## src/rtl/hp_add.sv

```systemverilog
// rtl/hp_add.sv - pipelined IEEE-754 adder/subtractor (bfloat16 by default), one-cycle latency
module hp_add #(
  parameter int NEXP = 8,
  parameter int NSIG = 7
) (
  input  logic                 clk,
  input  logic                 rst_n,
  input  logic [NEXP+NSIG:0]   a,
  input  logic [NEXP+NSIG:0]   b,
  input  logic                 operation,
  output logic [NEXP+NSIG:0]   s,
  output logic [5:0]           bfFlags,
  output logic [4:0]           exception
);

  localparam int W  = NEXP + NSIG + 1;
  localparam int M  = NSIG + 4;   // hidden bit, fraction, guard, round, sticky
  localparam int EW = NEXP + 2;
  localparam logic [NEXP-1:0] EMAX = '1;

  logic            sa, sb;
  logic [NEXP-1:0] ea, eb;
  logic [NSIG-1:0] fa, fb;
  logic            a_nan, b_nan, a_snan, b_snan, a_inf, b_inf;

  assign sa = a[W-1];
  assign sb = b[W-1] ^ operation;
  assign ea = a[W-2:NSIG];
  assign eb = b[W-2:NSIG];
  assign fa = a[NSIG-1:0];
  assign fb = b[NSIG-1:0];

  assign a_nan  = (&ea) & (|fa);
  assign b_nan  = (&eb) & (|fb);
  assign a_snan = a_nan & ~fa[NSIG-1];
  assign b_snan = b_nan & ~fb[NSIG-1];
  assign a_inf  = (&ea) & ~(|fa);
  assign b_inf  = (&eb) & ~(|fb);

  logic            sx, sy;
  logic [NEXP-1:0] ex, ey, exx, eyy, d;
  logic [NSIG-1:0] fx, fy;
  logic [M-1:0]    xext, yext, yal;
  logic [M:0]      sum;
  logic [M-1:0]    nrm;
  logic [EW-1:0]   er0, er1, er2, fexp;
  logic [NSIG+1:0] rnd;
  logic [NSIG-1:0] frac;
  logic            hid2, g, r, st, inc, inexact, tiny, ovf, is_zero, zsign;
  int              lz, lim, shi;
  logic [W-1:0]    res;
  logic [4:0]      exc;
  logic [5:0]      cls;

  always_comb begin
    // order operands so x has the larger magnitude
    if ({ea, fa} >= {eb, fb}) begin
      sx = sa; ex = ea; fx = fa; sy = sb; ey = eb; fy = fb;
    end else begin
      sx = sb; ex = eb; fx = fb; sy = sa; ey = ea; fy = fa;
    end
    exx  = (ex == '0) ? NEXP'(1) : ex;
    eyy  = (ey == '0) ? NEXP'(1) : ey;
    d    = exx - eyy;
    xext = {(ex != '0), fx, 3'b000};
    yext = {(ey != '0), fy, 3'b000};

    if (32'(d) >= 32'(M)) begin
      yal    = '0;
      yal[0] = |yext;
    end else begin
      yal    = yext >> d;
      yal[0] = yal[0] | (|(yext & ~({M{1'b1}} << d)));
    end

    if (sx ^ sy) sum = {1'b0, xext} - {1'b0, yal};
    else         sum = {1'b0, xext} + {1'b0, yal};

    er0 = {2'b00, exx};
    lz  = M;
    for (int i = 0; i < M; i++)
      if (sum[i]) lz = M - 1 - i;
    lim = int'(er0) - 1;
    shi = 0;
    if (sum[M]) begin
      nrm    = sum[M:1];
      nrm[0] = sum[1] | sum[0];
      er1    = er0 + EW'(1);
    end else begin
      // left shift stops at the minimum exponent, leaving a subnormal
      shi = (lz < lim) ? lz : lim;
      nrm = sum[M-1:0] << shi;
      er1 = er0 - EW'(shi);
    end

    g       = nrm[2];
    r       = nrm[1];
    st      = nrm[0];
    inc     = g & (r | st | nrm[3]);
    inexact = g | r | st;
    tiny    = ~nrm[M-1];
    rnd     = {1'b0, nrm[M-1:3]} + (NSIG+2)'(inc);
    if (rnd[NSIG+1]) begin
      er2  = er1 + EW'(1);
      hid2 = 1'b1;
      frac = rnd[NSIG:1];
    end else begin
      er2  = er1;
      hid2 = rnd[NSIG];
      frac = rnd[NSIG-1:0];
    end
    fexp    = hid2 ? er2 : '0;
    ovf     = fexp >= {2'b00, EMAX};
    is_zero = (sum == '0);
    zsign   = (sx == sy) ? sx : 1'b0;

    res = {sx, fexp[NEXP-1:0], frac};
    exc = {inexact, tiny & inexact, 3'b000};
    if (a_nan || b_nan || (a_inf && b_inf && (sa != sb))) begin
      res = {1'b0, EMAX, 1'b1, {(NSIG-1){1'b0}}};
      exc = {4'b0000, a_snan | b_snan | (a_inf & b_inf)};
    end else if (a_inf) begin
      res = {sa, EMAX, {NSIG{1'b0}}};
      exc = '0;
    end else if (b_inf) begin
      res = {sb, EMAX, {NSIG{1'b0}}};
      exc = '0;
    end else if (is_zero) begin
      res = {zsign, {(W-1){1'b0}}};
      exc = '0;
    end else if (ovf) begin
      res = {sx, EMAX, {NSIG{1'b0}}};
      exc = 5'b10100;
    end

    // one-hot class of the final result
    cls = 6'b000001;
    if (&res[W-2:NSIG]) begin
      if (res[NSIG-1:0] == '0)  cls = 6'b001000;
      else if (res[NSIG-1])     cls = 6'b010000;
      else                      cls = 6'b100000;
    end else if (res[W-2:NSIG] == '0) begin
      cls = (res[NSIG-1:0] == '0) ? 6'b000100 : 6'b000010;
    end
  end

  always_ff @(posedge clk or negedge rst_n) begin
    if (!rst_n) begin
      s         <= '0;
      bfFlags   <= 6'b000100;
      exception <= '0;
    end else begin
      s         <= res;
      bfFlags   <= cls;
      exception <= exc;
    end
  end

endmodule

```

## config.mk

```make
export PLATFORM = sky130hd
export DESIGN_NAME = hp_add
export DESIGN_NICKNAME = d
export VERILOG_FILES = /design/src/rtl/hp_add.sv
export SDC_FILE = /design/constraint.sdc
export NUM_CORES = 1
export LEC_CHECK = 0
export BUFFER_PORTS_ARGS = -buffer_cell sky130_fd_sc_hd__buf_2
export CORE_UTILIZATION = 63
export DETAILED_ROUTE_END_ITERATION = 8
export PLACE_DENSITY = 0.9
export SYNTH_ARGS = -nofsm -noshare
export SYNTH_HDL_FRONTEND = slang
export SYNTH_SLANG_ARGS = --single-unit
```

## constraint.sdc

```tcl
create_clock -name clk -period 0.8 [get_ports clk]
set_input_delay 0.16 -clock clk [delete_from_list [all_inputs] [get_ports clk]]
set_output_delay 0.16 -clock clk [all_outputs]
set_load 0.01 [all_outputs]
```

==> results of run 1 <==
kinds of logic after synthesis:
family,after synthesis,share of synthesized area
AND/OR/NAND/NOR,359,0.294
buffers and inverters,96,0.0598
XOR/XNOR,32,0.0437
other,1,0.000569
adder cells (fa/ha/maj),54,0.106
flip-flops,26,0.0989
multiplexers,29,0.0505
AO/OA/AOI/OAI,311,0.346
Yosys cell counts (19+ instances only):
library cell  count
ha_1             51
a211oi_1         19
inv_1            46
clkbuf_1         32
o211ai_1         21
xnor2_1          21
nor2_1           76
a21oi_1          71
mux2i_1          19
o21ai_0          49
dfrtp_1          25
nand3_1          34
nand2_1          83
nor3_1           27
metrics by stage:
| stage | cell area, um^2 | instances | setup WS [ps] |
|---|---|---|---|
| 2_1_floorplan | 7040 | 909 | -9720 |
| 3_3_place_gp | 9720 | 1389 | -9310 |
==> flow_summary.ini, run 1 <==
[yosys]
yosysTopAreaCell = ha_1
postSynthAreaPerCell_um2 = 7.26
ys_warn_count = 0
synth-seq-area-share = 0.0989
synth_edf_count = 0
synth_ff_type = dfrtp_1
synth_seq_cells = 26
post_synth_instance_area_mm2 = 0.00659
synth_top_area_frac = 0.0968
async_flop_share = 1.00
synth_cells = 908
yosysUniqueCellTypes = 107
synth_area_leaders = ha_1 9.7%, dfrtp_1 9.5%, a21oi_1 5.4%

[run_status]
failing_step = 3_5_place_dp
status = did not finish
stop_error = [ERROR DPL-0033] detailed placement checks failed during check placement.

[floorplan]
rows = 36
io_pins = 62
initial_core_util = 0.662
die_y_um = 104
die_w_um = 104

[place]
dpl.hpwl_um = 30500
numPortBuffers = 60
place_congestion = 1.06
==> inputs of run 2 (changes only) <==
--- a/config.mk
+++ b/config.mk
@@ -6,9 +6,9 @@
 export NUM_CORES = 1
 export LEC_CHECK = 0
 export BUFFER_PORTS_ARGS = -buffer_cell sky130_fd_sc_hd__buf_2
-export CORE_UTILIZATION = 63
+export CORE_UTILIZATION = 40
 export DETAILED_ROUTE_END_ITERATION = 8
-export PLACE_DENSITY = 0.9
+export PLACE_DENSITY_LB_ADDON = 0.15
 export SYNTH_ARGS = -nofsm -noshare
 export SYNTH_HDL_FRONTEND = slang
 export SYNTH_SLANG_ARGS = --single-unit
==> flow_summary.ini, run 2 <==
[clocking]
cts_tree = built
cts_buffer_depth = 2
h-tree-depth = 1
path_clk_slew_ps = 60
numCtsBuffers = 3
cts-root-buf = clkbuf_16
cts_sinks = 26

[layout]
final_cell_mix = 398 x buf_4, 73 x nand2_1, 72 x nor2_1
nNetsFinal = 1444
reg_top3 = s (16), bfFlags (6), exception (4)
final_core_util = 0.717
n_antenna_cell = 0
drive_above_1_share = 0.512
area_growth_pct = 73.9
largest-register = s
final_common_cell = buf_4
largest_reg_flops = 16

[place]
dp_slack_ps = -9800
numPortBuffers = 60
place_congestion = 0.954
dpl.hpwl_um = 20800

[worst_setup_path]
cp_slowest_stage_delay_ps = 470
cp.required_ps = 950
cp_slowest_cell = a2111o_1
cp-start-kind = primary input
worstSetupPathType = in2reg
cp-end-kind = flip-flop
cp.arrival_ps = 10420
crit_fanout = 12

[yosys]
synthAdderAreaFrac = 0.106
synth_cells = 908
yosysTopAreaCell = ha_1
synth_edf_count = 0
synth.most_common_cell = nand2_1
synth-seq-area-share = 0.0989
post_synth_instance_area_mm2 = 0.00659
yosysUniqueCellTypes = 107
muxShareOfSynthArea = 0.0505
synth_ff_type = dfrtp_1
synth_top_family_by_area = compound AO/OA/AOI/OAI gates
synth_simple_gate_area_frac = 0.294
synth_seq_cells = 26
ys_warn_count = 0
synth_common_cells = 83 x nand2_1, 76 x nor2_1, 71 x a21oi_1
synth_compound_area_frac = 0.346
synth_area_leaders = ha_1 9.7%, dfrtp_1 9.5%, a21oi_1 5.4%
synth-xor-area-share = 0.0437
async_flop_share = 1.00
postSynthAreaPerCell_um2 = 7.26
synth_top_area_frac = 0.0968

[floorplan]
die_w_um = 130
rows = 46
core_mm2 = 0.0160
initial_core_util = 0.412
dieArea_mm2 = 0.0170
die_y_um = 130
io_pins = 62

[timing]
holdWs_ps = 294
max_freq_mhz = 97.4
post-route-period-util = 12.8
setup-violations-final = 51
setup_tns_ps = -217730
rsz0062_at_grt = yes
worst_slack_ps = -9470
slew-limit-headroom = 0.587
fin_crit_ps = 10270
hold_viol = 0
finalMaxSlewViolations = 0
worst_slew_pin_slew_ps = 613

[routing]
wl_met3_um = 1530
dr.max_layer_used = met4
initialDrtViolationCount = 628
first_pass_iters = 8
avgViaCountPerCell = 5.79
wl_um = 27700
wl_met1_um = 11900
num_vias = 9083
drt.antenna.violating_nets = 0
wl_met2_um = 13300
route.detailed.drc = 0
wl_per_cell_um = 17.7

[run_status]
status = finished, violations left
violations = setup timing

[global_routing]
grt_first_pass_wirelength_um = 41900
overflow = 0
antenna_found_initial = 0
grt_pass1_vias = 8670
gr-usage-all-layers = 0.310
grt_start_max_net_pins = 17

[power_and_ir_drop]
ir_drop_mv = 1.42
power_leakage_nw = 5.22
powerDensity_mw_per_mm2 = 2360
power.total_mw = 27.1

[flow_run]
maxCapViolations = 0

[hold_path]
min_path_type = in2async
## run 2: cell counts after synthesis
No cell type changed its count.
## run 2: how the worst max path moves through the flow
stage / from / to / slack, ps
finish: a[3] / bfFlags[0]$_DFF_PN0_ / -9470
global placement: b[11] / s[5]$_DFF_PN0_ / -9460
global route: b[3] / bfFlags[0]$_DFF_PN0_ / -9830
detailed placement: b[11] / bfFlags[0]$_DFF_PN0_ / -9800
CTS: b[10] / s[5]$_DFF_PN0_ / -9070
floorplan: b[11] / s[3]$_DFF_PN0_ / -9720
## run 2: final cells by class
type / count / area, um^2
Inverter: 50 / 228
Sequential cell: 26 / 652
Tap cell: 216 / 270
Multi-Input combinational cell: 790 / 6470
Clock buffer: 3 / 75.1
Clock inverter: 1 / 30.0
Fill cell: 1269 / 4530
Timing Repair Buffer: 484 / 3740
## run 2: kinds of logic (layout without fill, tap and decap cells)
| kind of cell | after synthesis | in the layout |
|---|---|---|
| fa+ha+maj | 54 | 54 |
| xor+xnor | 32 | 32 |
| compound gates | 311 | 314 |
| other cells | 1 | 2 |
| flops | 26 | 26 |
| buf+inv | 96 | 538 |
| mux | 29 | 29 |
| simple gates | 359 | 359 |
## run 2: critical path, delay by kind of cell
kind	cells	cell delay [ps]
AO/OA/AOI/OAI	20	4340
AND/OR/NAND/NOR	17	2900
XOR/XNOR	1	170
buffers and inverters	8	1060
adder cells (fa/ha/maj)	6	1760
## run 2: per-layer routing
metal / up-vias / track usage
li1: 4367 / -
met1: 4303 / 0.399
met2: 339 / 0.541
met3: 74 / 0.0273
met4: 0 / 0.104
met5: - / 0
## run 2: where the power goes
part / internal [mW] / total [mW] / switching, mW
clock network: 0.997 / 1.49 / 0.491
logic: 11.8 / 23.6 / 11.8
registers: 1.85 / 1.99 / 0.140
## run 2: metrics by stage
stage	std cells	instance area [um^2]
finish	1570	11500
global route	1570	11500
CTS	1555	11100
detailed placement	1512	10100
global placement	1512	10100
floorplan	909	7040
## run 2: repair_timing
item,CTS,global route
buffers inserted,36,15
hold buffers,1,0
gates cloned,2,1
pin swaps,54,51
setup endpoints to repair,51,51
resized for setup,103,60
hold endpoints to repair,9,0
(Power assumes the default switching activity.)
